**config.mk**
```make
export PLATFORM = sky130hd
export DESIGN_NAME = jtopll_chreg_flat
export DESIGN_NICKNAME = d
export VERILOG_FILES = /design/src/rtl/jtopll_chreg_if.sv /design/src/rtl/jtopll_chreg.sv /design/src/flat_wrapper.sv
export SDC_FILE = /design/constraint.sdc
export NUM_CORES = 1
export LEC_CHECK = 0
export ABC_AREA = 1
export BUFFER_PORTS_ARGS = -buffer_cell sky130_fd_sc_hd__buf_2
export CAP_MARGIN = 15
export CORE_MARGIN = 2
export CORE_UTILIZATION = 53
export CTS_BUF_LIST = sky130_fd_sc_hd__clkbuf_16
export CTS_CLUSTER_SIZE = 8
export DETAILED_ROUTE_END_ITERATION = 8
export PLACE_DENSITY_LB_ADDON = 0.3
export SLEW_MARGIN = 20
export SYNTH_ARGS = -nofsm -noshare
export SYNTH_HDL_FRONTEND = slang
export SYNTH_SLANG_ARGS = --single-unit
```
**constraint.sdc**
```tcl
create_clock -name clk -period 9.6 [get_ports clk]
set_clock_uncertainty 0.05 [all_clocks]
set_input_delay 1.44 -clock clk [delete_from_list [all_inputs] [get_ports clk]]
set_output_delay 1.44 -clock clk [all_outputs]
set_load 0.005 [all_outputs]
```
**src/rtl/jtopll_chreg_if.sv**
```systemverilog
// CPU-side bus of the OPLL channel register file: channel write handshake
// plus the user-patch byte write strobe.
interface jtopll_chreg_if;
  logic       wr_req;
  logic [3:0] wr_ch;
  logic [1:0] wr_reg;
  logic [7:0] wr_din;
  logic       wr_busy;
  logic       wr_done;
  logic       up_patch;
  logic [2:0] patch_idx;
  logic [2:0] patch_byte;

  modport master (
    output wr_req, wr_ch, wr_reg, wr_din, up_patch, patch_idx, patch_byte,
    input  wr_busy, wr_done
  );

  modport slave (
    input  wr_req, wr_ch, wr_reg, wr_din, up_patch, patch_idx, patch_byte,
    output wr_busy, wr_done
  );
endinterface

```
**src/rtl/jtopll_chreg.sv**
```systemverilog
// Time-multiplexed OPLL channel register file: walks two operator slots per
// channel, commits CPU writes on the owning carrier slot, hosts user patches.
module jtopll_chreg #(
  parameter int CH     = 9,
  parameter int NUSER  = 1,
  parameter int FNUMW  = 9,
  parameter int BLOCKW = 3
) (
  input  logic              rst,
  input  logic              clk,
  input  logic              cen,
  jtopll_chreg_if.slave     cpu,
  output logic [3:0]        rom_addr,
  input  logic [63:0]       rom_data,
  output logic              zero,
  output logic              op,
  output logic [3:0]        ch,
  output logic [FNUMW-1:0]  fnum_I,
  output logic [BLOCKW-1:0] block_I,
  output logic              keyon_I,
  output logic              sus_I,
  output logic [3:0]        vol_I,
  output logic [3:0]        inst_I,
  output logic              kon_rise_I,
  output logic [63:0]       patch_I
);
  localparam int SW = $clog2(2*CH);
  localparam int UW = (NUSER > 1) ? $clog2(NUSER) : 1;
  localparam logic [SW-1:0]    LAST    = SW'(2*CH-1);
  localparam logic [FNUMW-1:0] HI_MASK = FNUMW'(2'b11) << 9;

  logic [SW-1:0]     r_slot;
  logic [FNUMW-1:0]  r_fnum  [CH];
  logic [BLOCKW-1:0] r_block [CH];
  logic [3:0]        r_vol   [CH];
  logic [3:0]        r_inst  [CH];
  logic [CH-1:0]     r_kon;
  logic [CH-1:0]     r_sus;
  logic [CH-1:0]     r_last_kon;
  logic [63:0]       r_user  [NUSER];
  logic              r_busy;
  logic              r_done;
  logic [3:0]        r_pch;
  logic [1:0]        r_preg;
  logic [7:0]        r_pdin;

  logic [3:0]        w_ch;
  logic              w_op;
  logic              w_real;
  logic [SW-1:0]     w_tgt;
  logic              w_commit;
  logic [FNUMW-1:0]  w_fnum_new;

  assign w_ch   = 4'(r_slot >> 1);
  assign w_op   = r_slot[0];
  // Writes that cannot land on a real field retire on the last slot instead.
  assign w_real   = (32'(r_pch) < CH) && (r_preg != 2'd3);
  assign w_tgt    = w_real ? SW'({r_pch, 1'b1}) : LAST;
  assign w_commit = cen & r_busy & (r_slot == w_tgt);

  // Merge the pending byte into the target channel's current fnum.
  always_comb begin
    w_fnum_new = r_fnum[r_pch];
    case (r_preg)
      2'd0: w_fnum_new[7:0] = r_pdin;
      2'd1: begin
        w_fnum_new[8] = r_pdin[0];
        w_fnum_new    = (w_fnum_new & ~HI_MASK) | ((FNUMW'(r_pdin[7:6]) << 9) & HI_MASK);
      end
      default: w_fnum_new = r_fnum[r_pch];
    endcase
  end

  // Slot counter, two operator slots per channel.
  always_ff @(posedge clk or posedge rst) begin
    if (rst) begin
      r_slot <= '0;
    end else if (cen) begin
      r_slot <= (r_slot == LAST) ? '0 : r_slot + SW'(1);
    end
  end

  // Single-entry write handshake.
  always_ff @(posedge clk or posedge rst) begin
    if (rst) begin
      r_busy <= 1'b0;
      r_done <= 1'b0;
      r_pch  <= 4'd0;
      r_preg <= 2'd0;
      r_pdin <= 8'd0;
    end else begin
      r_done <= w_commit;
      if (w_commit) begin
        r_busy <= 1'b0;
      end else if (!r_busy && cpu.wr_req) begin
        r_busy <= 1'b1;
        r_pch  <= cpu.wr_ch;
        r_preg <= cpu.wr_reg;
        r_pdin <= cpu.wr_din;
      end
    end
  end

  // Channel CSRs; last_kon samples the pre-commit key-on of the carrier slot.
  always_ff @(posedge clk or posedge rst) begin
    if (rst) begin
      r_kon      <= '0;
      r_sus      <= '0;
      r_last_kon <= '0;
      for (int i = 0; i < CH; i++) begin
        r_fnum[i]  <= '0;
        r_block[i] <= '0;
        r_vol[i]   <= 4'd0;
        r_inst[i]  <= 4'd0;
      end
    end else begin
      if (cen && w_op) begin
        r_last_kon[w_ch] <= r_kon[w_ch];
      end
      if (w_commit && w_real) begin
        case (r_preg)
          2'd0: r_fnum[r_pch] <= w_fnum_new;
          2'd1: begin
            r_fnum[r_pch]  <= w_fnum_new;
            r_block[r_pch] <= r_pdin[1 +: BLOCKW];
            r_kon[r_pch]   <= r_pdin[BLOCKW+1];
            r_sus[r_pch]   <= r_pdin[BLOCKW+2];
          end
          2'd2: begin
            r_inst[r_pch] <= r_pdin[7:4];
            r_vol[r_pch]  <= r_pdin[3:0];
          end
          default: r_fnum[r_pch] <= r_fnum[r_pch];
        endcase
      end
    end
  end

  // User patch bytes are written immediately, independent of cen.
  always_ff @(posedge clk or posedge rst) begin
    if (rst) begin
      for (int i = 0; i < NUSER; i++) begin
        r_user[i] <= 64'd0;
      end
    end else if (cpu.up_patch && (32'(cpu.patch_idx) < NUSER)) begin
      r_user[cpu.patch_idx[UW-1:0]][{cpu.patch_byte, 3'b000} +: 8] <= cpu.wr_din;
    end
  end

  assign ch          = w_ch;
  assign op          = w_op;
  assign zero        = (r_slot == '0);
  assign fnum_I      = r_fnum[w_ch];
  assign block_I     = r_block[w_ch];
  assign keyon_I     = r_kon[w_ch];
  assign sus_I       = r_sus[w_ch];
  assign vol_I       = r_vol[w_ch];
  assign inst_I      = r_inst[w_ch];
  assign kon_rise_I  = ~w_op & r_kon[w_ch] & ~r_last_kon[w_ch];
  assign rom_addr    = r_inst[w_ch];
  assign patch_I     = (32'(inst_I) < NUSER) ? r_user[inst_I[UW-1:0]] : rom_data;
  assign cpu.wr_busy = r_busy;
  assign cpu.wr_done = r_done;
endmodule

```
**src/flat_wrapper.sv**
```systemverilog
// flat-port wrapper written by rule: the top's interface ports become plain ports
module jtopll_chreg_flat 
#(
  parameter int CH     = 9,
  parameter int NUSER  = 1,
  parameter int FNUMW  = 9,
  parameter int BLOCKW = 3
)
  (rst, clk, cen, rom_addr, rom_data, zero, op, ch, fnum_I, block_I, keyon_I, sus_I, vol_I, inst_I, kon_rise_I, patch_I, cpu_wr_req, cpu_wr_ch, cpu_wr_reg, cpu_wr_din, cpu_up_patch, cpu_patch_idx, cpu_patch_byte, cpu_wr_busy, cpu_wr_done);
  jtopll_chreg_if cpu_i ();
  input  logic rst;
  input  logic clk;
  input  logic cen;
  output logic [3:0] rom_addr;
  input  logic [63:0] rom_data;
  output logic zero;
  output logic op;
  output logic [3:0] ch;
  output logic [FNUMW-1:0] fnum_I;
  output logic [BLOCKW-1:0] block_I;
  output logic keyon_I;
  output logic sus_I;
  output logic [3:0] vol_I;
  output logic [3:0] inst_I;
  output logic kon_rise_I;
  output logic [63:0] patch_I;
  input wire logic [$bits(cpu_i.wr_req)-1:0] cpu_wr_req;
  input wire logic [$bits(cpu_i.wr_ch)-1:0] cpu_wr_ch;
  input wire logic [$bits(cpu_i.wr_reg)-1:0] cpu_wr_reg;
  input wire logic [$bits(cpu_i.wr_din)-1:0] cpu_wr_din;
  input wire logic [$bits(cpu_i.up_patch)-1:0] cpu_up_patch;
  input wire logic [$bits(cpu_i.patch_idx)-1:0] cpu_patch_idx;
  input wire logic [$bits(cpu_i.patch_byte)-1:0] cpu_patch_byte;
  output wire logic [$bits(cpu_i.wr_busy)-1:0] cpu_wr_busy;
  output wire logic [$bits(cpu_i.wr_done)-1:0] cpu_wr_done;
  assign cpu_i.wr_req = cpu_wr_req;
  assign cpu_i.wr_ch = cpu_wr_ch;
  assign cpu_i.wr_reg = cpu_wr_reg;
  assign cpu_i.wr_din = cpu_wr_din;
  assign cpu_i.up_patch = cpu_up_patch;
  assign cpu_i.patch_idx = cpu_patch_idx;
  assign cpu_i.patch_byte = cpu_patch_byte;
  assign cpu_wr_busy = cpu_i.wr_busy;
  assign cpu_wr_done = cpu_i.wr_done;
  jtopll_chreg #(.CH(CH), .NUSER(NUSER), .FNUMW(FNUMW), .BLOCKW(BLOCKW)) u_core (.rst(rst), .clk(clk), .cen(cen), .cpu(cpu_i), .rom_addr(rom_addr), .rom_data(rom_data), .zero(zero), .op(op), .ch(ch), .fnum_I(fnum_I), .block_I(block_I), .keyon_I(keyon_I), .sus_I(sus_I), .vol_I(vol_I), .inst_I(inst_I), .kon_rise_I(kon_rise_I), .patch_I(patch_I));
endmodule
```
# ---- Word level (Yosys, flattened, before mapping)
# Index checks and enable logic that the tools add are counted.
dict set report classes {
  shifts 2
  bitwise_logic 10
  addsub 2
  order_cmp 13
  n_eq_ne 5
  reduce_logical 18
  n_mux 50
}
# operator n
set op_table {}
lappend op_table {{$mux 64} 3}
lappend op_table {{$bwmux 81} 2}
lappend op_table {{$pmux 81 s2} 1}
lappend op_table {{$bmux 9 s4} 2}
lappend op_table {{$bwmux 36} 2}
lappend op_table {{$bwmux 64} 1}
lappend op_table {{$shift 8x8->64 const A} 1}
lappend op_table {{$shiftx 8x8->64} 1}
lappend op_table {{$mux 9} 5}
lappend op_table {{$demux 9 s4} 1}
lappend op_table {{$bmux 4 s4} 2}
lappend op_table {{$bwmux 27} 1}
lappend op_table {{$bwmux 9} 3}
lappend op_table {{$mux 4} 5}
lappend op_table {{$demux 4 s4} 1}
lappend op_table {{$bmux 1 s4} 3}
lappend op_table {{$bmux 3 s4} 1}
lappend op_table {{$demux 3 s4} 1}
lappend op_table {{$ge 5x5->1 const B} 2}
lappend op_table {{$lt 4x5->1 const B} 2}
lappend op_table {{$mux 5} 2}
lappend op_table {{$not 4->5} 2}
lappend op_table {{$logic_and 1x1->1} 9}
lappend op_table {{$mux 3} 3}
lappend op_table {{25 further kinds} 44}
dict set report word_totals {
  wordCells 146
  ff_bits 292
}

# ---- Depth between registers and ports, before layout
# Gate-level depths: netlist (run 1).
dict set report depth {
  word_depth 7
  depth_mapped 12
  ltp_nobuf 11
}

# ---- Worst setup path after synthesis (run 1)
# No wires, ideal clock.
dict set report synth_path {
  kind {register -> output}
  from {reg u_core.r_slot[1]}
  to {out patch_I[10]}
  required_ps 8110
  arrival_time_ps 1829
  path_stages_with_launch 12
  path_slack_ps 6281
  n_path_buf 2
  cell_sequence {dfrtp_1 -> nand2_1 -> clkinv_1 -> a22oi_1 -> nand2_1 -> nand2_1 -> nand3_1 -> nor2_1 -> buf_2 -> buf_2 -> nand3_1 -> nand2_1}
}
dict set report synth_via {
  elab_chain_cells 6
}
# item line_no
set synth_lines {}
lappend synth_lines {{start, declared} jtopll_chreg.sv:32} ;# logic [SW-1:0] r_slot;
lappend synth_lines {{start signal, assigned} jtopll_chreg.sv:79} ;# r_slot <= (r_slot == LAST) ? '0 : r_slot + SW'(1);
lappend synth_lines {{$not 4->5 (not written as such)} jtopll_chreg.sv:158} ;# assign inst_I = r_inst[w_ch];
lappend synth_lines {{$bmux 4 s4} jtopll_chreg.sv:158}
lappend synth_lines {{$mux 4 (not written as such) (2 in a row)} jtopll_chreg.sv:158}
lappend synth_lines {{via inst_I[0]} flat_wrapper.sv:24} ;# output logic [3:0] inst_I;
lappend synth_lines {{$lt 4x1->1} jtopll_chreg.sv:161} ;# assign patch_I = (32'(inst_I) < NUSER) ? r_user[inst_I[UW-1:0]] : rom_data;
lappend synth_lines {{$mux 64} jtopll_chreg.sv:161}
lappend synth_lines {{end, declared} flat_wrapper.sv:26} ;# output logic [63:0] patch_I;
# The timed path passes the listed nets, and every way through them passes these cells. The select of a mux whose other input is x is not followed.

# ---- Final worst setup path (run 1)
dict set report layout_path {
  from {reg u_core.r_slot[2]}
  to {out patch_I[55]}
}
dict set report layout_via {
  elab_chain_cells 6
}
# item line_no
set layout_lines {}
lappend layout_lines {{$not 4->5 (not written as such)} jtopll_chreg.sv:158}
lappend layout_lines {{$bmux 4 s4} jtopll_chreg.sv:158}
lappend layout_lines {{$mux 4 (not written as such) (2 in a row)} jtopll_chreg.sv:158}
lappend layout_lines {{$lt 4x1->1} jtopll_chreg.sv:161}
lappend layout_lines {{$mux 64} jtopll_chreg.sv:161}
# No other way between the ends. The select of a mux whose other input is x is not followed.

==> results of run 1 <==
## power by group
part           internal (W)  leakage (nW)  switching (W)  total (W)
logic              0.000216          4.83       0.000916    0.00113
clock network      0.000783         0.544       0.000518    0.00130
registers           0.00131          4.00       0.000175    0.00149
## cells by family after synthesis
| family | count (synthesis) | share of synthesized area |
|---|---|---|
| mux | 3 | 0.00219 |
| fa+ha+maj | 5 | 0.00405 |
| simple gates | 1259 | 0.362 |
| compound gates | 218 | 0.0882 |
| flops | 292 | 0.473 |
| buf+inv | 269 | 0.0712 |
## cell usage in the layout (no fill, tap or decap)
master	instances
nor2_1	82
mux2_2	3
a21oi_1	31
clkbuf_16	43
o211ai_1	8
buf_2	187
nand2_2	1
nor2_4	5
nand2_4	1
nand3_1	118
o221ai_1	9
or2_2	7
nor3_4	1
inv_8	1
nand4_2	9
inv_1	105
and2_1	1
o21ai_0	87
inv_6	1
buf_16	1
buf_6	2
nor3_1	8
nor2_2	11
nand2_1	781
inv_2	3
nand4_1	234
ha_1	5
dfrtp_1	292
a22o_1	1
clkinv_1	12
buf_4	28
a211o_1	8
a22oi_1	74
clkinv_2	1
## layer usage
layer,vias to the layer above,global-route usage,wire (µm)
met4,0,0.162,2400
li1,7108,-,-
met5,-,0,0
met2,1014,0.515,23000
met1,7320,0.448,20000
met3,178,0.0535,5090
## cell type report
type	instances	area (µm²)	area share
Timing Repair Buffer	218	1200	0.0678
Inverter	120	458	0.0259
Clock inverter	3	17.5	0.000992
Multi-Input combinational cell	1485	7120	0.403
Sequential cell	292	7310	0.414
Tap cell	384	480	0.0272
Clock buffer	43	1080	0.0610
## worst paths after layout
path                                   startpoint                end  slack [ns]  cells after the start
worst max-delay path             u_core.r_slot[2]        patch_I[55]        3.51                     13
worst min-delay path            u_core.r_user[41]  u_core.r_user[41]        0.42                      2
worst max register to register    u_core.r_pch[1]  u_core.r_inst[16]        5.92                     11
worst min register to register  u_core.r_user[41]  u_core.r_user[41]        0.42                      2
max in group asynchronous                     rst   u_core.r_slot[1]        6.92                      4
min in group asynchronous                     rst   u_core.r_user[8]        0.91                      2
## sequential cells by signal, summed over array words and instances (netlist names), 4 cells and up
| name | flops |
|---|---|
| u_core.r_sus | 9 |
| u_core.r_block | 27 |
| u_core.r_pdin | 8 |
| u_core.r_pch | 4 |
| u_core.r_slot | 5 |
| u_core.r_inst | 36 |
| u_core.r_last_kon | 9 |
| u_core.r_kon | 9 |
| u_core.r_vol | 36 |
| u_core.r_fnum | 81 |
| u_core.r_user | 64 |
## stage by stage
stage                     setup slack, ns  total power (W)  utilization  std cells
final                                3.51          0.00392        0.615       2545
after global routing                 3.18          0.00406        0.615       2545
after CTS                            3.28          0.00388        0.614       2544
after detailed placement             3.84          0.00258        0.575       2498
after global placement               4.04          0.00256        0.575       2498
after floorplan                    0.0476          0.00214            -       2046
## tightest hold or removal path, cell delays in order (launching register included)
cell	delay, ns
dfrtp_1	0.34
nand2_1	0.05
nand2_1	0.05
==> results.py, run 1 <==
metrics = {
    "finish": {
        "stdcell_area_mm2": 0.0177,
        "final_nets": 2253,
        "antenna_cells": 0,
        "syn2layout_area_growth_pct": 14.2,
        "drive_gt1_frac": 0.141,
        "fillers": 2545,
    },
    "placement": {
        "portBuffers": 187,
        "place_congestion": 0.922,
        "place_area_mm2": 0.0165,
        "dp_hpwl_um": 31300,
    },
    "logic_synthesis": {
        "synthDistinctLibCells": 28,
        "synth_nets": 2140,
        "synth_seq_cells": 292,
        "synth-edff-count": 0,
        "synth_area_mm2": 0.0155,
        "synth.top_cell.area_share": 0.473,
        "ys_async_sr_fraction": 1.00,
        "synth.top_cells.by_area": "dfrtp_1 47%, nand2_1 19%, nand4_1 9.5%",
        "yosysWarnings": 0,
        "syn_inst": 2046,
        "synth_top_cell_by_area": "dfrtp_1",
        "seq_area_frac_synth": 0.473,
        "ys.flop_type": "dfrtp_1",
        "yosys-top-cells-count": "781 x nand2_1, 292 x dfrtp_1, 234 x nand4_1",
        "syn_avg_cell_area_um2": 7.55,
        "yosysMostFrequentCell": "nand2_1",
    },
    "floorplanning": {
        "fp.coreArea_mm2": 0.0287,
        "start_util": 0.539,
        "floorplan.rows": 62,
        "io-pin-count": 188,
        "die_area_mm2": 0.0305,
        "die_w_um": 175,
        "die_h_um": 175,
    },
    "critical_path": {
        "critPathMaxFanout": 65,
        "path_cells": "nand2_1 > clkinv_1 > buf_4 > a22oi_1 > nand2_1 > nand2_1 > nand3_1 > nor2_4 > buf_4 > nand2_4 > nand2_1 > nand2_1 > buf_2",
        "worstPathRequired_ns": 8.11,
        "crit_top_cell": "nand2_1",
        "slowest_stage": "clkinv_1",
        "path_buf_inv": 4,
        "crit_path_end_kind": "primary output",
        "path_delay_family": "simple AND/OR/NAND/NOR gates",
        "arrival_ns": 4.60,
        "critPathMaxStageDelay_ns": 0.54,
        "crit_type": "reg2out",
        "worstSetupStartpointType": "flop",
    },
    "timing": {
        "rsz0062_at_grt": "false",
        "setup_violations": 0,
        "setup_tns_ns": 0,
        "tightest_slew_ns": 1.11,
        "relSlewSlack": 0.252,
        "hold_violations": 0,
        "max_clock_freq_ghz": 0.164,
        "whs_ns": 0.423,
        "fin_crit_sh": 0.634,
        "finalMaxSlewViolations": 0,
        "min_period_ns": 6.09,
    },
    "routing": {
        "wl_per_cell_um": 19.8,
        "num_vias": 15600,
        "drtIter0Drc": 1856,
        "drt-pass1-iter-count": 8,
        "avgViaCountPerCell": 6.14,
        "drt_wl_total_um": 50500,
        "drc": 0,
        "ant_nets": 0,
    },
    "clock_network": {
        "cts_tree": "done",
        "h-tree-depth": 2,
        "insertion_delay_ns": 0.52,
        "cts-resized-gates": 0,
        "cts_hold_buffers": 0,
        "cts_buffer_depth": 3,
        "cts_buffers": 42,
        "post_cts_buffers": 0,
        "clkTransAtPathRegs_ns": 0.05,
        "cts_sinks": 292,
        "clk_root_buffer_cell": "clkbuf_16",
    },
    "power_and_ir_drop": {
        "p_leak_nw": 9.38,
        "power.density_mw_per_mm2": 222,
        "max-vdd-ir-drop_mv": 0.129,
    },
    "grt": {
        "grt_first_pass_wirelength_um": 80900,
        "grt_overflow_total": 0,
        "grt_pass1_vias": 15200,
        "grt_max_degree": 146,
        "track_usage": 0.329,
        "antenna_found_initial": 0,
    },
    "worst_hold_path": {
        "hold_class": "reg2reg",
    },
    "status": {
        "outcome": "finished, final reports clean",
    },
    "run": {
        "max_cap_viol_count": 0,
    },
}
(Power assumes the default switching activity.)
==> inputs of run 2 (changes only) <==
- CORE_UTILIZATION: 53 -> 55
- clock period: 9.6 -> 5.8 ns (I/O delays scaled with it)
==> run 2 against run 1 <==
  * Worst setup slack got worse by 2.6 ns
  * Sequential share of layout area fell by 0.20 points
  * Cell count barely moved
  * Wire length barely moved
  * Non-clock buffer count rose by 8
  * Sequential cell count did not move
  * Largest cell class unchanged
  * Global-route usage rose by 1.3 points
==> results.py, run 2 (synthesis gave the netlist of run 1 again) <==
metrics = {
    "grt": {
        "track_usage": 0.343,
        "grt_pass1_vias": 14800,
        "antenna_found_initial": 0,
        "grt_overflow_total": 0,
        "grt_first_pass_wirelength_um": 79400,
        "grt_max_degree": 143,
    },
    "critical_path": {
        "crit_top_cell": "nand2_1",
        "critPathMaxStageDelay_ns": 0.54,
        "crit_type": "reg2out",
        "critPathMaxFanout": 53,
        "arrival_ns": 3.98,
        "path_buf_inv": 4,
        "crit_path_end_kind": "primary output",
        "worstPathRequired_ns": 4.88,
        "path_cells": "nand2_1 > clkinv_1 > buf_4 > a22oi_1 > nand2_1 > nand2_1 > nand3_1 > nor2_4 > nand2_2 > buf_4 > nand2_1 > nand2_1 > buf_2",
        "slowest_stage": "nand2_2",
        "path_delay_family": "simple AND/OR/NAND/NOR gates",
        "worstSetupStartpointType": "flop",
    },
    "timing": {
        "max_clock_freq_ghz": 0.204,
        "min_period_ns": 4.90,
        "tightest_slew_ns": 1.17,
        "finalMaxSlewViolations": 0,
        "relSlewSlack": 0.218,
        "rsz0062_at_grt": "false",
        "setup_tns_ns": 0,
        "setup_violations": 0,
        "hold_violations": 0,
        "fin_crit_sh": 0.845,
    },
    "routing": {
        "drc": 0,
        "num_vias": 15700,
        "drtIter0Drc": 2084,
        "ant_nets": 0,
        "avgViaCountPerCell": 6.17,
        "drt_wl_total_um": 50500,
        "drt-pass1-iter-count": 7,
        "wl_per_cell_um": 19.8,
    },
    "floorplanning": {
        "die_h_um": 172,
        "die_area_mm2": 0.0295,
        "start_util": 0.558,
        "die_w_um": 172,
        "io-pin-count": 188,
        "fp.coreArea_mm2": 0.0277,
        "floorplan.rows": 61,
    },
    "finish": {
        "top_register": "u_core.r_fnum",
        "final_nets": 2261,
        "antenna_cells": 0,
        "top_regs": "u_core.r_fnum: 81 flops, u_core.r_user: 64 flops",
        "layout_commonest_cell": "nand2_1",
        "drive_gt1_frac": 0.141,
        "largest_reg_flops": 81,
        "final_cells": 2546,
        "most-common-layout-cells": "781 x nand2_1, 292 x dfrtp_1, 234 x nand4_1",
        "syn2layout_area_growth_pct": 14.8,
    },
    "placement": {
        "dp_hpwl_um": 31900,
        "place_congestion": 0.929,
        "portBuffers": 187,
        "placed_cells": 2501,
    },
    "clock_network": {
        "cts_buffer_depth": 3,
        "cts_sinks": 292,
        "cts-resized-gates": 0,
        "insertion_delay_ns": 0.52,
        "cts_hold_buffers": 0,
        "clk_root_buffer_cell": "clkbuf_16",
        "cts_buffers": 42,
        "h-tree-depth": 2,
        "clkTransAtPathRegs_ns": 0.05,
        "cts_tree": "done",
        "post_cts_buffers": 0,
    },
    "power_and_ir_drop": {
        "power.density_mw_per_mm2": 370,
        "max-vdd-ir-drop_mv": 0.261,
        "p_leak_nw": 9.43,
    },
    "worst_hold_path": {
        "hold_class": "in2async",
    },
    "run": {
        "max_cap_viol_count": 0,
    },
    "status": {
        "outcome": "finished, final reports clean",
    },
}
==> run 2: cell count changes in the layout (fill, tap and decap cells not counted), moves of 2 or more <==
| cell | change |
|---|---|
| nor2_1 | +7 |
| buf_12 | +5 |
| buf_6 | -2 |
| nor2_2 | -8 |
| buf_4 | +6 |
==> run 2: metrics by stage <==
step / power (W) / utilization / hold WS, ns / instance area (µm²) / setup WS (ns)
final: 0.00656 / 0.640 / 0.249 / 17700 / 0.897
after CTS: 0.00649 / 0.640 / 0.241 / 17700 / 0.956
after detailed placement: 0.00429 / 0.600 / 0.414 / 16600 / 1.51
after floorplan: 0.00354 / - / 0.393 / 15500 / 1.00
after global routing: 0.00678 / 0.640 / 0.250 / 17700 / 0.646
after global placement: 0.00427 / 0.600 / 0.407 / 16600 / 1.69
==> run 2: worst register-to-register path, delay by kind of cell (launching register included) <==
family,cells,cell delay [ns]
flops,1,0.37
buf+inv,2,0.53
simple gates,10,2.71
==> run 2: layout make-up <==
class                      instances  area [µm²]
fill                            2343        9970
tap                              378         473
timing repair buffer             226        1290
inverter                         120         454
clock inverter                     2        38.8
clock buffer                      43        1080
sequential                       292        7310
multi-input combinational       1485        7100
==> run 2: final timing paths <==
path / cells after the start / to / slack (ns) / start
worst max-delay path: 13 / patch_I[14] / 0.90 / u_core.r_slot[2]
worst min-delay path: 2 / u_core.r_user[20] / 0.25 / rst
worst max register to register: 12 / u_core.r_fnum[7] / 2.03 / u_core.r_pch[0]
worst min register to register: 2 / u_core.r_vol[1] / 0.43 / u_core.r_vol[1]
max in group asynchronous: 3 / u_core.r_block[21] / 4.38 / rst
min in group clk: 2 / u_core.r_vol[1] / 0.43 / u_core.r_vol[1]
==> run 2: power by group <==
group	internal [W]	switching, W	total [W]
Sequential	0.00217	0.000297	0.00247
Combinational	0.000381	0.00151	0.00189
Clock	0.00134	0.000864	0.00220
==> run 2: layer usage <==
metal  global-route usage  share of wire  up-vias
li1                     -              -     7121
met1                0.459           0.39     7413
met2                0.538           0.46      990
met3               0.0697           0.10      179
met4                0.158          0.043        0
met5                    0              0        -
